--- src/rtl/mult_sequencer.sv ---
// Multi-cycle shift-add multiplier controller for EX; one Adder reused per bit.
// Optional MULT_SIGNED_EN adds signed_i and sign-magnitude handling.

module Adder #(
  parameter int W = 32
) (
  input  logic [W-1:0] a_i,
  input  logic [W-1:0] b_i,
  output logic [W-1:0] sum_o
);

  assign sum_o = a_i + b_i;

endmodule

module mult_sequencer #(
  parameter int WIDTH = 32
) (
  input  logic             clk_i,
  input  logic             rst_i,
  input  logic             start_i,
  input  logic [WIDTH-1:0] src1_i,
  input  logic [WIDTH-1:0] src2_i,
`ifdef MULT_SIGNED_EN
  input  logic             signed_i,
`endif
  output logic             busy_o,
  output logic             done_o,
  output logic [WIDTH-1:0] prod_hi_o,
  output logic [WIDTH-1:0] prod_lo_o
);

  localparam int CW = (WIDTH > 1) ? $clog2(WIDTH) : 1;
  localparam logic [CW-1:0] LAST = CW'(WIDTH - 1);

  typedef enum logic [1:0] {
    S_IDLE,
    S_CALC,
    S_DONE
  } state_e;

  state_e           state_q, state_d;
  logic [WIDTH-1:0] mcand_q, mcand_d;
  logic [WIDTH-1:0] hi_q, hi_d;
  logic [WIDTH-1:0] lo_q, lo_d;
  logic [CW-1:0]    cnt_q, cnt_d;
  logic [WIDTH-1:0] prod_hi_q, prod_hi_d;
  logic [WIDTH-1:0] prod_lo_q, prod_lo_d;

  logic [WIDTH-1:0] add_in;
  logic [WIDTH-1:0] sum;
  logic             carry;
  logic [WIDTH-1:0] hi_nx;
  logic [WIDTH-1:0] lo_nx;
  logic [2*WIDTH-1:0] prod_fin;

  logic [WIDTH-1:0] a_ld;
  logic [WIDTH-1:0] b_ld;

`ifdef MULT_SIGNED_EN
  logic neg_q, neg_d;
  logic neg_ld;
`endif

  assign add_in = lo_q[0] ? mcand_q : '0;

  Adder #(.W(WIDTH)) u_add (
    .a_i   (hi_q),
    .b_i   (add_in),
    .sum_o (sum)
  );

  // Adder has no carry-out; recover it from unsigned wrap-around.
  assign carry = (sum < hi_q);
  assign hi_nx = {carry, sum[WIDTH-1:1]};
  assign lo_nx = {sum[0], lo_q[WIDTH-1:1]};

  always_comb begin
    prod_fin = {hi_nx, lo_nx};
`ifdef MULT_SIGNED_EN
    if (neg_q) begin
      prod_fin = -{hi_nx, lo_nx};
    end
`endif
  end

  // Operands loaded on accept; signed mode feeds magnitudes.
  always_comb begin
    a_ld = src1_i;
    b_ld = src2_i;
`ifdef MULT_SIGNED_EN
    neg_ld = 1'b0;
    if (signed_i) begin
      if (src1_i[WIDTH-1]) a_ld = -src1_i;
      if (src2_i[WIDTH-1]) b_ld = -src2_i;
      neg_ld = src1_i[WIDTH-1] ^ src2_i[WIDTH-1];
    end
`endif
  end

  always_comb begin
    state_d   = state_q;
    mcand_d   = mcand_q;
    hi_d      = hi_q;
    lo_d      = lo_q;
    cnt_d     = cnt_q;
    prod_hi_d = prod_hi_q;
    prod_lo_d = prod_lo_q;
`ifdef MULT_SIGNED_EN
    neg_d     = neg_q;
`endif
    unique case (state_q)
      S_IDLE: begin
        if (start_i) begin
          mcand_d = a_ld;
          lo_d    = b_ld;
          hi_d    = '0;
          cnt_d   = '0;
`ifdef MULT_SIGNED_EN
          neg_d   = neg_ld;
`endif
          state_d = S_CALC;
        end
      end
      S_CALC: begin
        hi_d  = hi_nx;
        lo_d  = lo_nx;
        cnt_d = cnt_q + 1'b1;
        if (cnt_q == LAST) begin
          prod_hi_d = prod_fin[2*WIDTH-1:WIDTH];
          prod_lo_d = prod_fin[WIDTH-1:0];
          state_d   = S_DONE;
        end
      end
      S_DONE: begin
        if (start_i) begin
          mcand_d = a_ld;
          lo_d    = b_ld;
          hi_d    = '0;
          cnt_d   = '0;
`ifdef MULT_SIGNED_EN
          neg_d   = neg_ld;
`endif
          state_d = S_CALC;
        end else begin
          state_d = S_IDLE;
        end
      end
      default: begin
        state_d = S_IDLE;
      end
    endcase
  end

  always_ff @(posedge clk_i) begin
    if (rst_i) begin
      state_q   <= S_IDLE;
      mcand_q   <= '0;
      hi_q      <= '0;
      lo_q      <= '0;
      cnt_q     <= '0;
      prod_hi_q <= '0;
      prod_lo_q <= '0;
`ifdef MULT_SIGNED_EN
      neg_q     <= 1'b0;
`endif
    end else begin
      state_q   <= state_d;
      mcand_q   <= mcand_d;
      hi_q      <= hi_d;
      lo_q      <= lo_d;
      cnt_q     <= cnt_d;
      prod_hi_q <= prod_hi_d;
      prod_lo_q <= prod_lo_d;
`ifdef MULT_SIGNED_EN
      neg_q     <= neg_d;
`endif
    end
  end

  assign busy_o    = (state_q == S_CALC);
  assign done_o    = (state_q == S_DONE);
  assign prod_hi_o = prod_hi_q;
  assign prod_lo_o = prod_lo_q;

endmodule

--- config.mk ---
export PLATFORM = sky130hd
export DESIGN_NAME = mult_sequencer
export DESIGN_NICKNAME = d
export VERILOG_FILES = /design/src/rtl/mult_sequencer.sv
export SDC_FILE = /design/constraint.sdc
export NUM_CORES = 1
export LEC_CHECK = 0
export ABC_AREA = 1
export CORE_UTILIZATION = 45
export CTS_BUF_LIST = sky130_fd_sc_hd__clkbuf_8
export CTS_CLUSTER_SIZE = 20
export DETAILED_ROUTE_END_ITERATION = 10
export PLACE_DENSITY = 0.72
export SYNTH_ARGS = -nofsm -noshare
export SYNTH_HDL_FRONTEND = slang
export SYNTH_HIERARCHICAL = 1
export SYNTH_SLANG_ARGS = --single-unit
--- constraint.sdc ---
create_clock -name clk_i -period 3.84 [get_ports clk_i]
set_input_delay 0.576 -clock clk_i [delete_from_list [all_inputs] [get_ports clk_i]]
set_output_delay 0.576 -clock clk_i [all_outputs]
set_load 0.05 [all_outputs]
==> run summary <==
STA puts the critical path data required time at 4.16 ns. Across the run, the number of max-cap violations was 0. Detail-routed via count per cell: 5.007. In the routed design, unresolved DRC markers number 0.

The mapped netlist covers 9497 um^2. In the detailed route, the total length drawn on met3 is 1580 um. The tools report the number of buffers added to fix hold violations after cts as 0. The internal power was 2509 uW; the depth of the worst register-to-register path was 23. The register area share after synthesis is 35.20%. By count the netlist is led by sky130_fd_sc_hd__nand2_1 (540), sky130_fd_sc_hd__inv_1 (184), sky130_fd_sc_hd__dfxtp_1 (167). Yosys mapped the design onto 34 distinct sky130hd cell types.

Buffers inserted during clock tree synthesis total 17. Of the cells placed in the final design, the portion with a size suffix greater than 1 is 5.076%. The clock network fraction of total power is 35.0%. The detailed router's first-iteration violation count came out at 510.

The routed layout has 9243 vias. After synthesis, the cell types taking the most area are sky130_fd_sc_hd__dfxtp_1 (35%), sky130_fd_sc_hd__nand2_1 (21%), sky130_fd_sc_hd__ha_1 (8.4%). The critical path runs through a total of 23 cells. Across the VDD grid, the largest voltage drop is 0.1975 mV. The smallest clock period supported by the final layout is computed as 3.324 ns. The worst hold path was traced through 2 stages. Instance count after placement with tap cells included: 1814. The run gives 11910 um as the routed metal-1 wire length.

The first global-routing pass estimated 41970 um of wire. For the max-slew headroom at the worst pin, the log shows 28.12%. Number of register bits inferred by synthesis: 167. The number of iterations in the first detailed-routing pass was 7. The H-tree generated during clock tree synthesis spans 4 levels. The number of antenna diodes was 0. Data on the critical path arrives at its endpoint at 3.65 ns. The tools report the HPWL after detailed placement as 18580 um.

Traced cell by cell, the critical path runs through buf_4 > nand2_1 > inv_1 > ha_1 > fa_1 > nand3_1 > nand3_2 > nand2_1 > nand2_2 > nand2_1 > nand2_2 > nand2_1 > nand2_1 > nand2_1 > nand2_1 > ha_1 > nand2_1 > nor2_1 > nand2_1 > nor2_1 > nand2_1 > nand3_1 > a21oi_1. Once layout is complete, the cells apart from fillers number 1846. In the final layout, the multi-input gates occupy 5096 um^2. Dividing the detail-routed wire length by the instance count gives 13.68 um. In this run switching power makes up 31.86% of total power. Of all nets on the critical path, the largest fanout is 32. Across the routed clock network, the largest skew measured is 0.01754 ns. The most common cell in the synthesized netlist is sky130_fd_sc_hd__nand2_1. The tools report the gate count of the mapped netlist as 1465. The endpoint type of the worst setup path was a flop. The number of setup buffers added after CTS was 0; the post-route fraction of the period consumed by the critical path was 86.57%. For the final routed database, the setup TNS stands at 0 ns.

In this run, post-CTS repair resized a total of 0 instances. The largest total area in the synthesized netlist belongs to sky130_fd_sc_hd__dfxtp_1. The run finished with clean final reports. The number of buffers and inverters on the critical path is 2. CTS placed an instance of sky130_fd_sc_hd__clkbuf_8 at the clock tree root. TritonCTS built the clock tree.

The largest net degree at the start of global routing is 70, and the number of antenna-violating nets in the routed design is 0. The slowest stage of the critical path belongs to the cell sky130_fd_sc_hd__fa_1. The die extent in x came out at 147.3 um. Proportion of register bits with asynchronous set or reset after synthesis: 0%. Setup repair after global routing left no endpoint under its margin. The die is 147.3 um tall.

Routability-driven placement finished with a final weighted congestion of 0.9380. Startpoint type of the worst setup path: a flop. Final number of hold-violating endpoints: 0. The mean area per synthesized cell was 6.482 um^2. Wires add up to 25250 um.

The run gives 0 as the number of slew-limit violations in the final report. Of the total power, registers draw 50.6%. The tools report the warning count from the yosys run as 6. From synthesis to final layout, the design area changed by 18.87%. Across every metal layer, demand over resource in global routing totals 23.89%.

The area of the placeable core came out at 20430 um^2. The count of final setup violators was 0; the number of enable flip-flop cells after synthesis was 0. The static leakage power came out at 0.005483 uW.

After the last flow step, the layout net total stands at 1695. At the later pin of the worst-skew pair, clock insertion delay measures 0.48 ns. The clock slew seen by the registers of the worst setup and hold paths works out to 0.10 ns.

133 I/O pins were placed. The power density over the cells was 326.2 nW/um^2. The initial antenna violation count came out at 0.

The gate family responsible for the most delay along the worst path is simple AND/OR/NAND/NOR gates. The area fraction of the dominant cell type after synthesis works out to 35.20%. The highest metal layer carrying signal wires in the routed design is met4. No sink is reached through more buffers than the 2 on the longest clock path. The worst hold-check path type was flop to flop.

The synthesized netlist net count is 1597, and the clock sink total is 167. The logs give 300.8 MHz for the maximum clock frequency and 2110 for the number of filler instances in the final layout. The switching component of the power came out at 1173 uW. The global route total overflow came out at 0. The count of buffers added on input and output ports is 132. Summed over all nets, wire length on met2 after detailed routing comes to 11380 um. The via count of the first global-routing pass was 8851. The most common cell type on the critical path was sky130_fd_sc_hd__nand2_1. After floorplanning, the core was divided into 52 placement rows. The critical path in this run is classified as flop to flop. For this run, the slowest stage of the critical path takes 0.45 ns.

In the final layout, flip-flops and latches occupy 3343 um^2. In this run, the combinational gates consume 14.5% of the power. At the pin with the least slew margin, the transition time is 1.077 ns. Once the floorplan was initialized, standard cells occupied 46.48% of the core. The total die area came out at 21690 um^2. Most used flip-flop cell after synthesis: sky130_fd_sc_hd__dfxtp_1.
[final cells by class]
cell class	instances	share of cell area, %
multi-input cells	1044	45.15
flip-flops and latches	167	29.62
repair buffers	141	12.24
inverters	192	6.429
well taps	270	2.993
clock buffers	17	2.073
clock inverters	15	1.507
[kinds of logic after synthesis]
| logic type | after synthesis | share of synthesized area (%) |
|---|---|---|
| buffers and inverters | 254 | 11.13 |
| adder cells (fa/ha/maj) | 65 | 8.643 |
| XOR/XNOR | 16 | 1.476 |
| AND/OR/NAND/NOR | 750 | 31.66 |
| flip-flops | 167 | 35.20 |
| AO/OA/AOI/OAI | 213 | 11.88 |
[final timing paths]
check                                endpoint          start  slack [ns]
worst max-delay path                 hi_q[31]        lo_q[0]        0.52
worst min-delay path            prod_lo_o[26]  prod_lo_o[26]        0.47
worst max register to register       hi_q[31]        lo_q[0]        0.52
worst min register to register  prod_lo_o[26]  prod_lo_o[26]        0.47
[stage by stage]
step / total power [uW] / hold slack [ns] / utilization, % / instance area, um^2 / worst slack (ns)
6_report: 3682 / 0.4710 / 55.25 / 11290 / 0.5156
5_1_grt: 3859 / 0.4692 / 55.25 / 11290 / 0.2461
4_1_cts: 3715 / 0.4488 / 55.25 / 11290 / 0.5387
3_5_place_dp: 2431 / 0.4549 / 53.28 / 10880 / 0.5541
3_3_place_gp: 2420 / 0.4516 / 53.28 / 10880 / 0.6248
2_1_floorplan: 2255 / 0.4367 / - / 9497 / 0.9410
[placed cells by master, fill, tap and decap left out, drive strengths merged]
cell type	instances
a211oi	2
a21o	1
a21oi	103
a221oi	1
a31oi	32
buf	11
clkbuf	17
clkdlybuf4s50	130
clkinv	4
clkinvlp	1
dfxtp	167
fa	1
ha	64
inv	202
nand2	557
nand3	64
nand4	4
nor2	117
nor3	7
o21a	1
o21ai	71
o21bai	2
or2	1
xnor2	2
xor2	14
[registers in the layout (all words and copies together) (netlist names)]
register,count
hi_q,32
prod_lo_o,32
lo_q,32
prod_hi_o,32
state_q,2
mcand_q,32
cnt_q,5
[power by group through the flow]
| stage | registers, uW | clock network [uW] | logic [uW] |
|---|---|---|---|
| finish | 1860 | 1290 | 533 |
| global route | 1870 | 1390 | 598 |
| CTS | 1860 | 1320 | 533 |
| detailed placement | 1900 | 0 | 532 |
| global placement | 1900 | 0 | 521 |
| floorplan | 1880 | 0 | 374 |
[layer usage]
metal  up-vias  track usage (%)
met5         -                0
met4         0            6.856
met3        28            5.590
met2       224            39.95
met1      4221            30.54
li1       4770                -
[worst min-delay path, stage by stage, from the launching register on]
cell	delay, ns
sky130_fd_sc_hd__dfxtp_1	0.32
sky130_fd_sc_hd__nand2_1	0.06
sky130_fd_sc_hd__a21oi_1	0.05
Power figures use the tool's default switching activity.
